===== config.mk =====
export PLATFORM = sky130hd
export DESIGN_NAME = fetch_stage
export DESIGN_NICKNAME = d
export VERILOG_FILES = /design/src/rtl/fetch_pkg.sv /design/src/rtl/if_id_reg.sv /design/src/rtl/fetch_stage.sv
export SDC_FILE = /design/constraint.sdc
export NUM_CORES = 1
export LEC_CHECK = 0
export ABC_AREA = 1
export BUFFER_PORTS_ARGS = -buffer_cell sky130_fd_sc_hd__buf_4
export CAP_MARGIN = 0
export CORE_MARGIN = 1.5
export CORE_UTILIZATION = 35
export CTS_CLUSTER_SIZE = 25
export DETAILED_ROUTE_END_ITERATION = 16
export PLACE_DENSITY = 0.59
export SYNTH_ARGS = -nofsm -noshare
export SYNTH_HDL_FRONTEND = slang
export SYNTH_SLANG_ARGS = --single-unit

===== constraint.sdc =====
create_clock -name i_clk -period 7.23 [get_ports i_clk]
set_clock_uncertainty 0.1 [all_clocks]
set_input_delay 0.3615 -clock i_clk [delete_from_list [all_inputs] [get_ports i_clk]]
set_output_delay 0.3615 -clock i_clk [all_outputs]
set_load 0.02 [all_outputs]

===== src/rtl/fetch_pkg.sv =====
// Shared types and constants for the instruction-fetch front end (fetch_stage, if_id_reg).
package fetch_pkg;

  localparam logic [31:0] NOP_INSTR = 32'h0000_0013;

  typedef enum logic [1:0] {
    S_REQ  = 2'd0,
    S_WAIT = 2'd1,
    S_HOLD = 2'd2
  } fetch_state_t;

  typedef struct packed {
    logic [31:0] instr;
    logic [31:0] pc;
    logic [31:0] pc_plus4;
    logic        valid;
  } if_id_t;

  localparam if_id_t IF_ID_BUBBLE = '{instr: NOP_INSTR, pc: 32'h0, pc_plus4: 32'h0, valid: 1'b0};

endpackage


===== src/rtl/if_id_reg.sv =====
// IF/ID pipeline register: flush beats stall, stall beats load, otherwise a NOP bubble.
module if_id_reg
  import fetch_pkg::*;
(
  input  logic   i_clk,
  input  logic   i_reset,
  input  logic   i_flush,
  input  logic   i_stall,
  input  logic   i_load_valid,
  input  if_id_t i_load,
  output if_id_t o_if_id
);

  if_id_t if_id_d, if_id_q;

  // next IF/ID contents by priority
  always_comb begin
    if_id_d = if_id_q;
    if (i_flush) begin
      if_id_d = IF_ID_BUBBLE;
    end else if (i_stall) begin
      if_id_d = if_id_q;
    end else if (i_load_valid) begin
      if_id_d = i_load;
    end else begin
      if_id_d = IF_ID_BUBBLE;
    end
  end

  // IF/ID state register
  always_ff @(posedge i_clk or negedge i_reset) begin
    if (!i_reset) begin
      if_id_q <= IF_ID_BUBBLE;
    end else begin
      if_id_q <= if_id_d;
    end
  end

  assign o_if_id = if_id_q;

endmodule


===== src/rtl/fetch_stage.sv =====
// Fetch front end: PC, one-outstanding imem request FSM, 1-entry response buffer, IF/ID.
// Optional perf counters are enabled with the FETCH_PERF_EN macro.
module fetch_stage
  import fetch_pkg::*;
#(
  parameter int unsigned       ADDR_W   = 32,
  parameter logic [ADDR_W-1:0] RESET_PC = {ADDR_W{1'b0}}
) (
  input  logic              i_clk,
  input  logic              i_reset,
  input  logic              i_stall_f,
  input  logic              i_stall_d,
  input  logic              i_flush_d,
  input  logic              i_redirect_valid,
  input  logic [ADDR_W-1:0] i_redirect_pc,
  output logic              o_imem_req_valid,
  output logic [ADDR_W-1:0] o_imem_addr,
  input  logic              i_imem_req_ready,
  input  logic              i_imem_rsp_valid,
  input  logic [31:0]       i_imem_rsp_data,
  output logic [31:0]       o_if_id_instr,
  output logic [ADDR_W-1:0] o_if_id_pc,
  output logic [ADDR_W-1:0] o_if_id_pc_plus4,
  output logic              o_if_id_valid,
  output logic              o_fetch_misalign
`ifdef FETCH_PERF_EN
  ,
  output logic [31:0]       o_perf_fetched,
  output logic [31:0]       o_perf_stall_cycles
`endif
);

  localparam logic [ADDR_W-1:0] PC_STEP = ADDR_W'(32'd4);

  fetch_state_t      state_d, state_q;
  logic [ADDR_W-1:0] pc_d, pc_q, req_pc_d, req_pc_q, buf_pc_d, buf_pc_q;
  logic [ADDR_W-1:0] redirect_pc_s, avail_pc_s, avail_pc4_s;
  logic [31:0]       buf_instr_d, buf_instr_q, avail_instr_s;
  logic              req_valid_d, req_valid_q, drop_d, drop_q, misalign_d, misalign_q;
  logic              handshake_s, avail_s;
  if_id_t            load_s, if_id_s;

  assign redirect_pc_s = {i_redirect_pc[ADDR_W-1:2], 2'b00};
  assign handshake_s   = req_valid_q & i_imem_req_ready;
  assign misalign_d    = i_redirect_valid & (i_redirect_pc[1:0] != 2'b00);

  // fetch FSM next-state, PC, request and buffer logic
  always_comb begin
    state_d       = state_q;
    pc_d          = pc_q;
    req_pc_d      = req_pc_q;
    req_valid_d   = req_valid_q;
    drop_d        = drop_q;
    buf_instr_d   = buf_instr_q;
    buf_pc_d      = buf_pc_q;
    avail_s       = 1'b0;
    avail_instr_s = NOP_INSTR;
    avail_pc_s    = req_pc_q;
    case (state_q)
      S_REQ: begin
        if (handshake_s) begin
          req_pc_d    = pc_q;
          pc_d        = pc_q + PC_STEP;
          req_valid_d = 1'b0;
          state_d     = S_WAIT;
        end else if (req_valid_q) begin
          req_valid_d = 1'b1;
        end else begin
          req_valid_d = !i_stall_f;
        end
        if (i_redirect_valid) begin
          pc_d = redirect_pc_s;
          // a request accepted alongside the redirect is wrong-path: drop its response
          if (handshake_s) begin
            drop_d = 1'b1;
          end else begin
            req_valid_d = !i_stall_f;
          end
        end else begin
          drop_d = drop_q;
        end
      end
      S_WAIT: begin
        if (i_imem_rsp_valid) begin
          if (drop_q || i_redirect_valid) begin
            drop_d      = 1'b0;
            state_d     = S_REQ;
            req_valid_d = !i_stall_f;
          end else if (!i_stall_d) begin
            avail_s       = 1'b1;
            avail_instr_s = i_imem_rsp_data;
            avail_pc_s    = req_pc_q;
            state_d       = S_REQ;
            req_valid_d   = !i_stall_f;
          end else begin
            buf_instr_d = i_imem_rsp_data;
            buf_pc_d    = req_pc_q;
            state_d     = S_HOLD;
          end
        end else begin
          drop_d = drop_q | i_redirect_valid;
        end
        if (i_redirect_valid) begin
          pc_d = redirect_pc_s;
        end else begin
          pc_d = pc_q;
        end
      end
      S_HOLD: begin
        if (i_redirect_valid) begin
          pc_d        = redirect_pc_s;
          state_d     = S_REQ;
          req_valid_d = !i_stall_f;
        end else if (!i_stall_d) begin
          avail_s       = 1'b1;
          avail_instr_s = buf_instr_q;
          avail_pc_s    = buf_pc_q;
          state_d       = S_REQ;
          req_valid_d   = !i_stall_f;
        end else begin
          state_d = S_HOLD;
        end
      end
      default: begin
        state_d     = S_REQ;
        req_valid_d = 1'b0;
        drop_d      = 1'b0;
      end
    endcase
  end

  // fetch state registers
  always_ff @(posedge i_clk or negedge i_reset) begin
    if (!i_reset) begin
      state_q     <= S_REQ;
      pc_q        <= RESET_PC;
      req_pc_q    <= RESET_PC;
      req_valid_q <= 1'b0;
      drop_q      <= 1'b0;
      buf_instr_q <= NOP_INSTR;
      buf_pc_q    <= {ADDR_W{1'b0}};
      misalign_q  <= 1'b0;
    end else begin
      state_q     <= state_d;
      pc_q        <= pc_d;
      req_pc_q    <= req_pc_d;
      req_valid_q <= req_valid_d;
      drop_q      <= drop_d;
      buf_instr_q <= buf_instr_d;
      buf_pc_q    <= buf_pc_d;
      misalign_q  <= misalign_d;
    end
  end

  assign avail_pc4_s = avail_pc_s + PC_STEP;
  assign load_s = '{instr: avail_instr_s, pc: 32'(avail_pc_s), pc_plus4: 32'(avail_pc4_s), valid: 1'b1};

  if_id_reg u_if_id_reg (
    .i_clk        (i_clk),
    .i_reset      (i_reset),
    .i_flush      (i_flush_d),
    .i_stall      (i_stall_d),
    .i_load_valid (avail_s),
    .i_load       (load_s),
    .o_if_id      (if_id_s)
  );

  assign o_imem_req_valid = req_valid_q;
  assign o_imem_addr      = pc_q;
  assign o_fetch_misalign = misalign_q;
  assign o_if_id_instr    = if_id_s.instr;
  assign o_if_id_pc       = if_id_s.pc[ADDR_W-1:0];
  assign o_if_id_pc_plus4 = if_id_s.pc_plus4[ADDR_W-1:0];
  assign o_if_id_valid    = if_id_s.valid;

`ifdef FETCH_PERF_EN
  logic [31:0] perf_fetched_d, perf_fetched_q, perf_stall_d, perf_stall_q;
  logic        load_fire_s;

  assign load_fire_s = avail_s & ~i_flush_d & ~i_stall_d;

  // saturating event counters
  always_comb begin
    perf_fetched_d = perf_fetched_q;
    perf_stall_d   = perf_stall_q;
    if (load_fire_s && (perf_fetched_q != 32'hFFFF_FFFF)) begin
      perf_fetched_d = perf_fetched_q + 32'd1;
    end else begin
      perf_fetched_d = perf_fetched_q;
    end
    if (i_stall_f && (perf_stall_q != 32'hFFFF_FFFF)) begin
      perf_stall_d = perf_stall_q + 32'd1;
    end else begin
      perf_stall_d = perf_stall_q;
    end
  end

  // perf counter registers
  always_ff @(posedge i_clk or negedge i_reset) begin
    if (!i_reset) begin
      perf_fetched_q <= 32'd0;
      perf_stall_q   <= 32'd0;
    end else begin
      perf_fetched_q <= perf_fetched_d;
      perf_stall_q   <= perf_stall_d;
    end
  end

  assign o_perf_fetched      = perf_fetched_q;
  assign o_perf_stall_cycles = perf_stall_q;
`endif

endmodule

==> metrics.csv <==
stage;metric;value;unit
floorplan;start_util;0.3575;
yosys;yosys.area_share.simple;0.2657;
global_routing;grt_pass1_vias;9924;
worst_setup_path;cp_data_required_time;7610;ps
route;drc;0;
yosys;syn_area_per_cell;7.713;sq um
worst_setup_path;critical_path_class;flop to flop;
layout;antenna_cells;0;
clock_tree;post_cts_resized;0;
power;netSwitchingFraction;0.4007;
clock_tree;clock-root-buffer;clkbuf_16;
yosys;synth_area;11370;sq um
power;leakagePower;0.007253;uW
floorplan;fp.coreArea;31800;sq um
sta;slew_viol_final;0;
worst_setup_path;worst_path_max_delay_cell;inv_2;
clock_tree;cts_sinks;224;
yosys;netlist_instances;1474;
sta;setup_viol;0;
floorplan;die_area;33570;sq um
layout;layout-drive-gt1-share;0.1752;
worst_setup_path;crit_fanout;62;
yosys;ys_seq_elements;224;
global_routing;grt_max_degree;119;
worst_setup_path;critPathBufInv;3;
floorplan;io_pins;203;
worst_setup_path;path_common_cell;nand3_1;
worst_setup_path;cp_top_family;buffers and inverters;
sta;min_period_over_period;0.5029;
yosys;synth_edf_count;0;
yosys;post_synth_num_cell_types;46;
yosys;synthAdderAreaFrac;0.006604;
clock_tree;clk_pin_slew;60;ps
sta;hold_ws;8.600;ps
job;drv_cap;0;
worst_setup_path;cp_cell_sequence;inv_1 > ha_1 > nand2_4 > a21oi_2 > nand2_2 > buf_4 > inv_2 > nand3_1 > or2_1 > nand3_1;
route;wl_per_cell;15.81;um
global_routing;grt_pass1_wl;53.45;mm
power;pwr-share-comb;0.339;
route;firstDrtPassIters;5;
route;antenna_left;0;
route;vias;10568;
min_path;min_from;i_imem_rsp_data[31];
worst_setup_path;slowest_delay;850;ps
worst_setup_path;r2r_start;state_q[0];
worst_setup_path;cp-end-kind;flop;
run_status;status;finished, final reports clean;
sta;tightest_slew;1138;ps
power;internal-power;2957;uW
route;viasPerCell;5.001;
power;seqPwrFrac;0.386;
clock_tree;clock_latency;550;ps
sta;slew_headroom;0.2414;
yosys;seq_area_frac_synth;0.4937;
worst_setup_path;start_kind;flop;
sta;rsz0062_at_grt;no;
yosys;yosys_warnings;0;
layout;nets;1737;
yosys;synth_top_family_by_area;simple AND/OR/NAND/NOR gates;
global_routing;grt_use_total;0.1980;
floorplan;die_h;183.2;um
worst_setup_path;crit_start;state_q[0];
placed_design;place.port_buffers;200;
route;routed_wl;33.42;mm
sta;final_hold_viol_count;0;
global_routing;antenna_found_initial;0;
placed_design;placedCellCount;2045;
clock_tree;cts_buffers;26;
worst_setup_path;cp.arrival;4010;ps
yosys;yosys_most_used_dff;dfrtp_1;
min_path;min_path_type;input pin to flop;
sta;min_period;3636;ps
power;ir_worst_vdd;209.9;uV
power;p_clk_frac;0.274;
layout;syn2layout_area_growth;25.39;%
yosys;synth_mux_area_frac;0.005943;
layout;finalNonFillerCells;2113;
sta;fin_tns_setup;0;ps
clock_tree;cts_max_level;1;
clock_tree;clk_path_buf_depth;3;
yosys;synthXorXnorAreaFrac;0.002311;
placed_design;gp_congestion;0.8738;
global_routing;grt-ovfl-total;0;
power;power.density;346.1;nW/um^2
sta;timing.fmax;275.0;MHz
power;net-switching-power;1977;uW
floorplan;fp.dieW;183.2;um
yosys;async_flop_share;1.000;
placed_design;place_hpwl;23.30;mm
yosys;synth-compound-area-share;0.1443;
clock_tree;cts_tree;done;
layout;n_fill_cell;3191;
route;drtIter0Drc;734;
floorplan;fp-row-count;65;
state kept, by name, indices dropped and copies added (netlist names):
register             flops
u_if_id_reg.o_if_id     95
buf_instr_q             32
buf_pc_q                32
o_imem_addr             30
req_pc_q                30
state_q                  2
drop_q                   1
o_fetch_misalign         1
o_imem_req_valid         1
worst paths after layout:
check	cells past startpoint	slack [ps]	to
max	10	3590	u_if_id_reg.o_if_id[20]
min	3	9	buf_instr_q[31]
max reg2reg	10	3590	u_if_id_reg.o_if_id[20]
min reg2reg	2	370	buf_pc_q[0]
max in group asynchronous	3	5320	buf_instr_q[11]
min in group asynchronous	2	320	o_imem_addr[3]
tightest hold or removal path, stage by stage:
cell	delay (ps)
buf_4	110
inv_1	50
o21ai_0	80
timing repair:
action,4_1_cts,5_1_grt
hold buffers,21,0
endpoints found under the hold margin,95,0
buffers inserted,0,0
endpoints found under the setup margin,0,0
power by group through the flow:
| stage | Clock (uW) | Sequential, uW | Combinational [uW] |
|---|---|---|---|
| after global placement | 0 | 1910 | 1620 |
| after CTS | 1380 | 1900 | 1670 |
| after floorplan | 0 | 1930 | 1010 |
| after detailed placement | 0 | 1910 | 1650 |
| after global routing | 1430 | 1960 | 1890 |
| final | 1350 | 1910 | 1670 |
placed cells by master (no fill, tap or decap), types with 6 or more instances in the layout:
cell / n
nor2_1: 124
o21ai_1: 6
nand2_2: 6
dlygate4sd3_1: 21
o21ai_0: 177
o211ai_1: 8
clkinv_2: 9
a22o_1: 32
mux2_2: 6
dfrtp_1: 218
inv_1: 149
ha_1: 6
nand3_1: 114
nor3_1: 10
nand4_1: 13
o22ai_1: 11
clkbuf_16: 26
nand2_1: 431
dfstp_2: 6
a21oi_1: 31
buf_4: 206
nor2_2: 9
synthesized netlist by cell type, types with 8 or more instances:
library cell	count	share of area
a21oi_1	31	0.014
a22o_1	32	0.025
buf_2	20	0.0088
clkbuf_1	36	0.012
dfrtp_1	218	0.48
inv_1	149	0.049
nand2_1	432	0.14
nand3_1	114	0.050
nand4_1	13	0.0072
nor2_1	125	0.041
nor2_2	10	0.0055
nor3_1	11	0.0048
o211ai_1	8	0.0053
o21ai_0	177	0.078
o22ai_1	11	0.0061
final cells by class:
type,instances,area (sq um),area share
clock buffer,34,730.7,0.05126
multi-input combinational,1024,4862,0.3411
inverter,155,581.8,0.04081
timing repair buffer,228,1772,0.1243
sequential,224,5613,0.3938
clock inverter,13,151.4,0.01062
tap,435,544.3,0.03818
cell families (layout without fill, tap and decap cells):
group,after synthesis,in the layout
AOI/OAI and AO/OA,285,285
muxes,6,6
and+or+nand+nor,722,722
adders and majority gates,6,6
other,1,2
xor gates and xnor gates,3,3
DFF,224,224
buffers and inverters,227,430
per-layer routing:
layer,part of all wire,routed length [um],vias up,global-route usage
met1,0.48,16010,4994,0.2968
met3,0.071,2382,57,0.03217
met4,0.026,881,0,0.05639
li1,-,-,5162,-
met2,0.42,14150,355,0.2928
met5,0,0,-,0
per-stage QoR:
step | worst slack, ps | total power (uW) | util | instance area [sq um]
finish | 3594 | 4934 | 0.4483 | 14250
global route | 3277 | 5278 | 0.4483 | 14250
CTS | 3574 | 4944 | 0.4483 | 14250
detailed placement | 3581 | 3565 | 0.4139 | 13160
global placement | 3713 | 3534 | 0.4139 | 13160
floorplan | 4892 | 2941 | - | 11370
(Power assumes the default switching activity.)
